$ cat config.mk
export PLATFORM = sky130hd
export DESIGN_NAME = mem_stage
export DESIGN_NICKNAME = d
export VERILOG_FILES = /design/src/rtl/mips_pkg.sv /design/src/rtl/mem_wait_timer.sv /design/src/rtl/mem_stage.sv
export SDC_FILE = /design/constraint.sdc
export NUM_CORES = 1
export LEC_CHECK = 0
export CAP_MARGIN = 40
export CORE_AREA = 2 2 124 126
export CTS_BUF_LIST = sky130_fd_sc_hd__clkbuf_4 sky130_fd_sc_hd__clkbuf_8 sky130_fd_sc_hd__clkbuf_16
export DETAILED_ROUTE_END_ITERATION = 10
export DIE_AREA = 0 0 126 128
export PLACE_DENSITY = 0.63
export SLEW_MARGIN = 20
export SYNTH_ARGS = -nofsm -noshare
export SYNTH_HDL_FRONTEND = slang
export SYNTH_SLANG_ARGS = --single-unit
$ cat constraint.sdc
create_clock -name clk -period 1.8 [get_ports clk]
set_clock_uncertainty 0.05 [all_clocks]
set_input_delay 0.27 -clock clk [delete_from_list [all_inputs] [get_ports clk]]
set_output_delay 0.27 -clock clk [all_outputs]
set_load 0.05 [all_outputs]
$ cat src/rtl/mips_pkg.sv
// mips_pkg: shared MEM-stage state encoding, alignment and exception-code constants
package mips_pkg;
    typedef enum logic {
        MEM_IDLE = 1'b0,
        MEM_WAIT = 1'b1
    } mem_state_t;
    localparam logic [1:0] WORD_ALIGN = 2'b00;
    localparam logic [4:0] EXC_ADE    = 5'd4;
    localparam logic [4:0] EXC_OV     = 5'd12;
    localparam logic [4:0] EXC_BUSERR = 5'd7;
endpackage

$ cat src/rtl/mem_wait_timer.sv
// mem_wait_timer: counts cycles an access has waited for ack and flags the last allowed one
// Ports: clk, nrst (async, active-low); start loads 1, run increments, otherwise clears;
// expired is high while the count equals TIMEOUT-1.
module mem_wait_timer #(
    parameter int TIMEOUT = 16,
    parameter int CNT_W   = 8
) (
    input  logic clk,
    input  logic nrst,
    input  logic start,
    input  logic run,
    output logic expired
);
    logic [CNT_W-1:0] cnt;
    always_ff @(posedge clk or negedge nrst) begin
        if (!nrst) cnt <= '0;
        else       cnt <= start ? CNT_W'(1) : run ? cnt + CNT_W'(1) : '0;
    end
    assign expired = cnt == CNT_W'(TIMEOUT - 1);
endmodule

$ cat src/rtl/mem_stage.sv
// mem_stage: MIPS MEM stage with req/ack data-memory port, branch resolve, stall and exceptions
// Ports: EX/MEM inputs (i_MEM_*, i_WB_*), data-memory port (o_dmem_*, i_dmem_*),
// branch outputs to IF (o_IF_*), o_stall to upstream, MEM/WB outputs (o_WB_*),
// registered one-cycle exception pulses (o_exc_*).
module mem_stage
    import mips_pkg::*;
#(
    parameter int TIMEOUT = 16,
    parameter int CNT_W   = 8
) (
    input  logic        clk,
    input  logic        nrst,
    input  logic [31:0] i_MEM_data_ALUOut,
    input  logic [31:0] i_MEM_data_RTData,
    input  logic [31:0] i_MEM_data_PCBranch,
    input  logic        i_MEM_data_Zero,
    input  logic        i_MEM_data_Overflow,
    input  logic        i_MEM_ctrl_MemRead,
    input  logic        i_MEM_ctrl_MemWrite,
    input  logic        i_MEM_ctrl_Branch,
    input  logic        i_WB_ctrl_Mem2Reg,
    input  logic        i_WB_ctrl_RegWrite,
    input  logic [4:0]  i_WB_data_RegAddrW,
    output logic        o_dmem_req,
    output logic        o_dmem_we,
    output logic [31:0] o_dmem_addr,
    output logic [31:0] o_dmem_wdata,
    input  logic        i_dmem_ack,
    input  logic [31:0] i_dmem_rdata,
    output logic        o_IF_ctrl_PCSrc,
    output logic [31:0] o_IF_data_PCBranch,
    output logic        o_stall,
    output logic [31:0] o_WB_data_MemData,
    output logic [31:0] o_WB_data_ALUOut,
    output logic [4:0]  o_WB_data_RegAddrW,
    output logic        o_WB_ctrl_Mem2Reg,
    output logic        o_WB_ctrl_RegWrite,
    output logic        o_exc_AdE,
    output logic        o_exc_Ov,
    output logic        o_exc_BusErr
);
    mem_state_t state;
    logic mem_op, misalign, go, in_wait, expired, abort, done;
    assign mem_op   = i_MEM_ctrl_MemRead | i_MEM_ctrl_MemWrite;
    assign misalign = i_MEM_data_ALUOut[1:0] != WORD_ALIGN;
    assign go       = mem_op & ~misalign & ~i_MEM_data_Overflow;
    assign in_wait  = state == MEM_WAIT;
    // An ack on the last allowed cycle wins over the abort.
    assign abort    = in_wait & ~i_dmem_ack & expired;
    assign done     = o_dmem_req & i_dmem_ack;

    mem_wait_timer #(.TIMEOUT(TIMEOUT), .CNT_W(CNT_W)) u_timer (
        .clk     (clk),
        .nrst    (nrst),
        .start   (~in_wait & go & ~i_dmem_ack),
        .run     (in_wait & ~i_dmem_ack & ~expired),
        .expired (expired)
    );

    always_ff @(posedge clk or negedge nrst) begin
        if (!nrst) begin
            state        <= MEM_IDLE;
            o_exc_AdE    <= 1'b0;
            o_exc_Ov     <= 1'b0;
            o_exc_BusErr <= 1'b0;
        end else begin
            state        <= in_wait ? ((i_dmem_ack | expired) ? MEM_IDLE : MEM_WAIT)
                                    : ((go & ~i_dmem_ack) ? MEM_WAIT : MEM_IDLE);
            o_exc_AdE    <= mem_op & misalign;
            o_exc_Ov     <= i_MEM_data_Overflow;
            o_exc_BusErr <= abort;
        end
    end

    // Upstream holds the EX/MEM register while stalled, so the request stays stable in WAIT.
    assign o_dmem_req         = nrst & (in_wait | go);
    assign o_dmem_we          = nrst & i_MEM_ctrl_MemWrite;
    assign o_dmem_addr        = nrst ? i_MEM_data_ALUOut : '0;
    assign o_dmem_wdata       = nrst ? i_MEM_data_RTData : '0;
    assign o_stall            = o_dmem_req & ~i_dmem_ack & ~abort;
    assign o_IF_ctrl_PCSrc    = nrst & i_MEM_ctrl_Branch & i_MEM_data_Zero & ~mem_op & ~o_stall;
    assign o_IF_data_PCBranch = nrst ? i_MEM_data_PCBranch : '0;
    assign o_WB_data_MemData  = (done & i_MEM_ctrl_MemRead) ? i_dmem_rdata : '0;
    assign o_WB_data_ALUOut   = nrst ? i_MEM_data_ALUOut : '0;
    assign o_WB_data_RegAddrW = nrst ? i_WB_data_RegAddrW : '0;
    assign o_WB_ctrl_Mem2Reg  = nrst & i_WB_ctrl_Mem2Reg;
    // A stalled cycle presents a bubble to MEM/WB.
    assign o_WB_ctrl_RegWrite = nrst & i_WB_ctrl_RegWrite & ~i_MEM_data_Overflow & ~o_stall
                                & ~(mem_op & misalign) & ~(abort & i_MEM_ctrl_MemRead);
endmodule

==> reports/results.tsv <==
metric	value	unit
outcome	finished, violations left	
failing checks	setup timing	
crit path kind	reg2out	
pre-CTS WS	-0.5839	ns
min cycle time layout	2.140	ns
RSZ-0062 raised after global routing	true	
fin crit share	1.189	
Area growth syn-to-layout	313.8	%
final worst slack	-0.3395	ns
All-Layer GR Usage	0.1310	
Placed Cells	720	
initial antenna violation count	1	
CP Depth	5	
Slowest Stage Delay on Critical Path	0.58	ns
DRT iter0 DRCs	76	
MaxCap Viol Count	0	
final setup fails	36	
register area share after synthesis	0.1737	
post-route cell area	7156	sq um
cell leakage power	2.990	nW
syn_area_per_cell	7.296	sq um
Fin. Hold Viols	0	
final WL	11.32	mm
area leader, netlist	and2_1	
vias per inst	3.728	
Starting Density	0.1163	
cts bufs inserted	3	
I/O Buffers	316	
H-tree levels	1	
Setup crit end kind	primary output	
CP Max Fanout	2	
layout cells sized above 1	0.4899	
CTS max path bufs	2	
crit path DAT	1.82	ns
Worst Max-Slew Pin Slew	0.3230	ns
vias in the first global route	2888	
chip height	128	microns
Worst Path Required	1.48	ns
Seq cells post-synth	12	
maximum vdd drop	0.2550	mV
Max Freq	467.4	MHz
drt drc	0	
Slowest-stage cell, CP	or4_4	
Synth area leaders	and2_1, dfrtp_1, buf_4, clkbuf_1, nor2_1	
cell area after synthesis	1729	sq um
GRT overflow	0	
Reg2Reg Depth	6	
Cell Chain, Critical Path	or4_4, nor3_4, a2111oi_2, and4_4, buf_12	
Hold Path Class	in2async	
vias post-DR	2740	
clock slew at reported path FFs	0.05	ns
Final #Nets	692	
DP HPWL	9.823	mm
Hold WS	0.05747	ns
DP Area	6835	sq um
largest net degree at the start of global routing	56	
first-pass GRT wire length	16.63	mm
Reg2Reg Setup Slack	0.10	ns
startpoint type of the worst setup path	register	
hold_buf cts	0	
final setup TNS	-7.722	ns
TritonRoute pass-1 iters	4	
Mapped Cells	237	
# IOs	317	
CP top delay family	simple AND/OR/NAND/NOR gates	
CTS root buf	clkbuf_16	
Post-Layout Cell Count	735	
Buf+Inv Stages, Crit Path	1	
DR WL/cell	15.41	microns
antenna viol nets, final	0	
total power after layout	2.668	mW
Synth top area share	0.4884	
Skew-Pair Late Insertion Delay	0.24	ns
Yosys cell types	24	
syn nets	381	
die width	126	microns
Sink Count	12	
# diodes	0	
Slew HR	0.7847	
Ys Warns	0	
Final Wtd Congestion	0.8359	
CTS tree	done	
PwrDens	372.8	nW/um^2
max-slew violations	0	
final core occ	0.4814	
Core ar.	14860	sq um
DIE AREA	16130	sq um
row count	45	
[state kept, by name, summed over array words and instances, names as in the netlist]
signal        cells
u_timer.cnt       8
in_wait           1
o_exc_AdE         1
o_exc_BusErr      1
o_exc_Ov          1
[worst reg2reg max path, cell delays in order (launching register included)]
cell and delay [ns]:
dfrtp_1 0.38, or4_4 0.58, o21bai_4 0.18, buf_4 0.13, buf_4 0.10, buf_4 0.10
o21ai_0 0.07
[report_power, final]
part           total, mW  switching, mW  internal, mW
combinational       1.93          0.934         0.994
clock              0.461          0.125         0.336
sequential         0.278        0.00224         0.276
total               2.67           1.06          1.61
[Yosys cell counts]
library cell	number
ha_1	1
inv_1	4
and4bb_2	1
clkbuf_1	11
a21oi_1	2
nor2_1	9
xnor2_1	3
o21ai_0	2
buf_2	3
nand2b_1	1
xor2_1	2
dfrtp_1	12
nand2_1	3
o21bai_4	1
a2111oi_0	2
nand3_1	3
nor3_2	1
a21oi_2	1
or4_4	2
and4_1	1
and2_1	135
and3_1	3
buf_4	32
or3_1	2
[layer usage]
| layer | share of wire | track usage | vias to the layer above | wire, microns |
|---|---|---|---|---|
| li1 | - | - | 1316 | - |
| met1 | 0.34 | 0.1379 | 1256 | 3868 |
| met2 | 0.57 | 0.2628 | 156 | 6485 |
| met3 | 0.070 | 0.02755 | 10 | 798 |
| met4 | 0.014 | 0.03167 | 2 | 157 |
| met5 | 0.0011 | 0 | - | 13 |
[cells by family (layout without fill, tap and decap cells)]
logic type | count (synthesis) | count (layout) | synth area share
flops | 12 | 12 | 0.1737
fa+ha+maj | 1 | 1 | 0.007235
xor+xnor | 5 | 5 | 0.02533
buf+inv | 50 | 360 | 0.1802
simple gates | 161 | 161 | 0.5760
compound gates | 8 | 8 | 0.03763
[timing repair]
item	CTS	global route
gates resized for setup	66	2
pin swaps	33	9
gates cloned	3	0
endpoints found under the setup margin	36	36
hold endpoints to repair	0	0
buffers inserted	5	4
[cell usage in the layout (no fill, tap or decap), types with 2 or more instances in the layout]
master,n
o21ai_0,2
buf_16,2
clkbuf_16,3
inv_1,3
and3_1,3
or4_4,2
and2_1,103
buf_12,175
buf_6,6
dfrtp_1,12
a21oi_4,2
clkdlybuf4s50_1,135
nand2_1,3
buf_4,28
xor2_1,2
nor2_1,8
xnor2_1,3
buf_2,4
and2_4,32
[area by class of cell]
| type | instances | area, sq um |
|---|---|---|
| clock buffers | 4 | 88.84 |
| fillers | 1288 | 7709 |
| inverters | 4 | 18.77 |
| multi-input cells | 175 | 1281 |
| flip-flops and latches | 12 | 300.3 |
| well taps | 188 | 235.2 |
| repair buffers | 352 | 5231 |
[path summary, 6_finish.rpt]
path,to,from
max,o_WB_ctrl_RegWrite,u_timer.cnt[6]$_DFF_PN0_
min,o_exc_Ov$_DFF_PN0_,nrst
max reg2reg,u_timer.cnt[0]$_DFF_PN0_,u_timer.cnt[6]$_DFF_PN0_
min reg2reg,u_timer.cnt[0]$_DFF_PN0_,u_timer.cnt[0]$_DFF_PN0_
max in group asynchronous,o_exc_BusErr$_DFF_PN0_,nrst
min in group clk,o_exc_Ov$_DFF_PN0_,i_MEM_data_Overflow
Note: power is estimated with default switching activity, not from simulation.
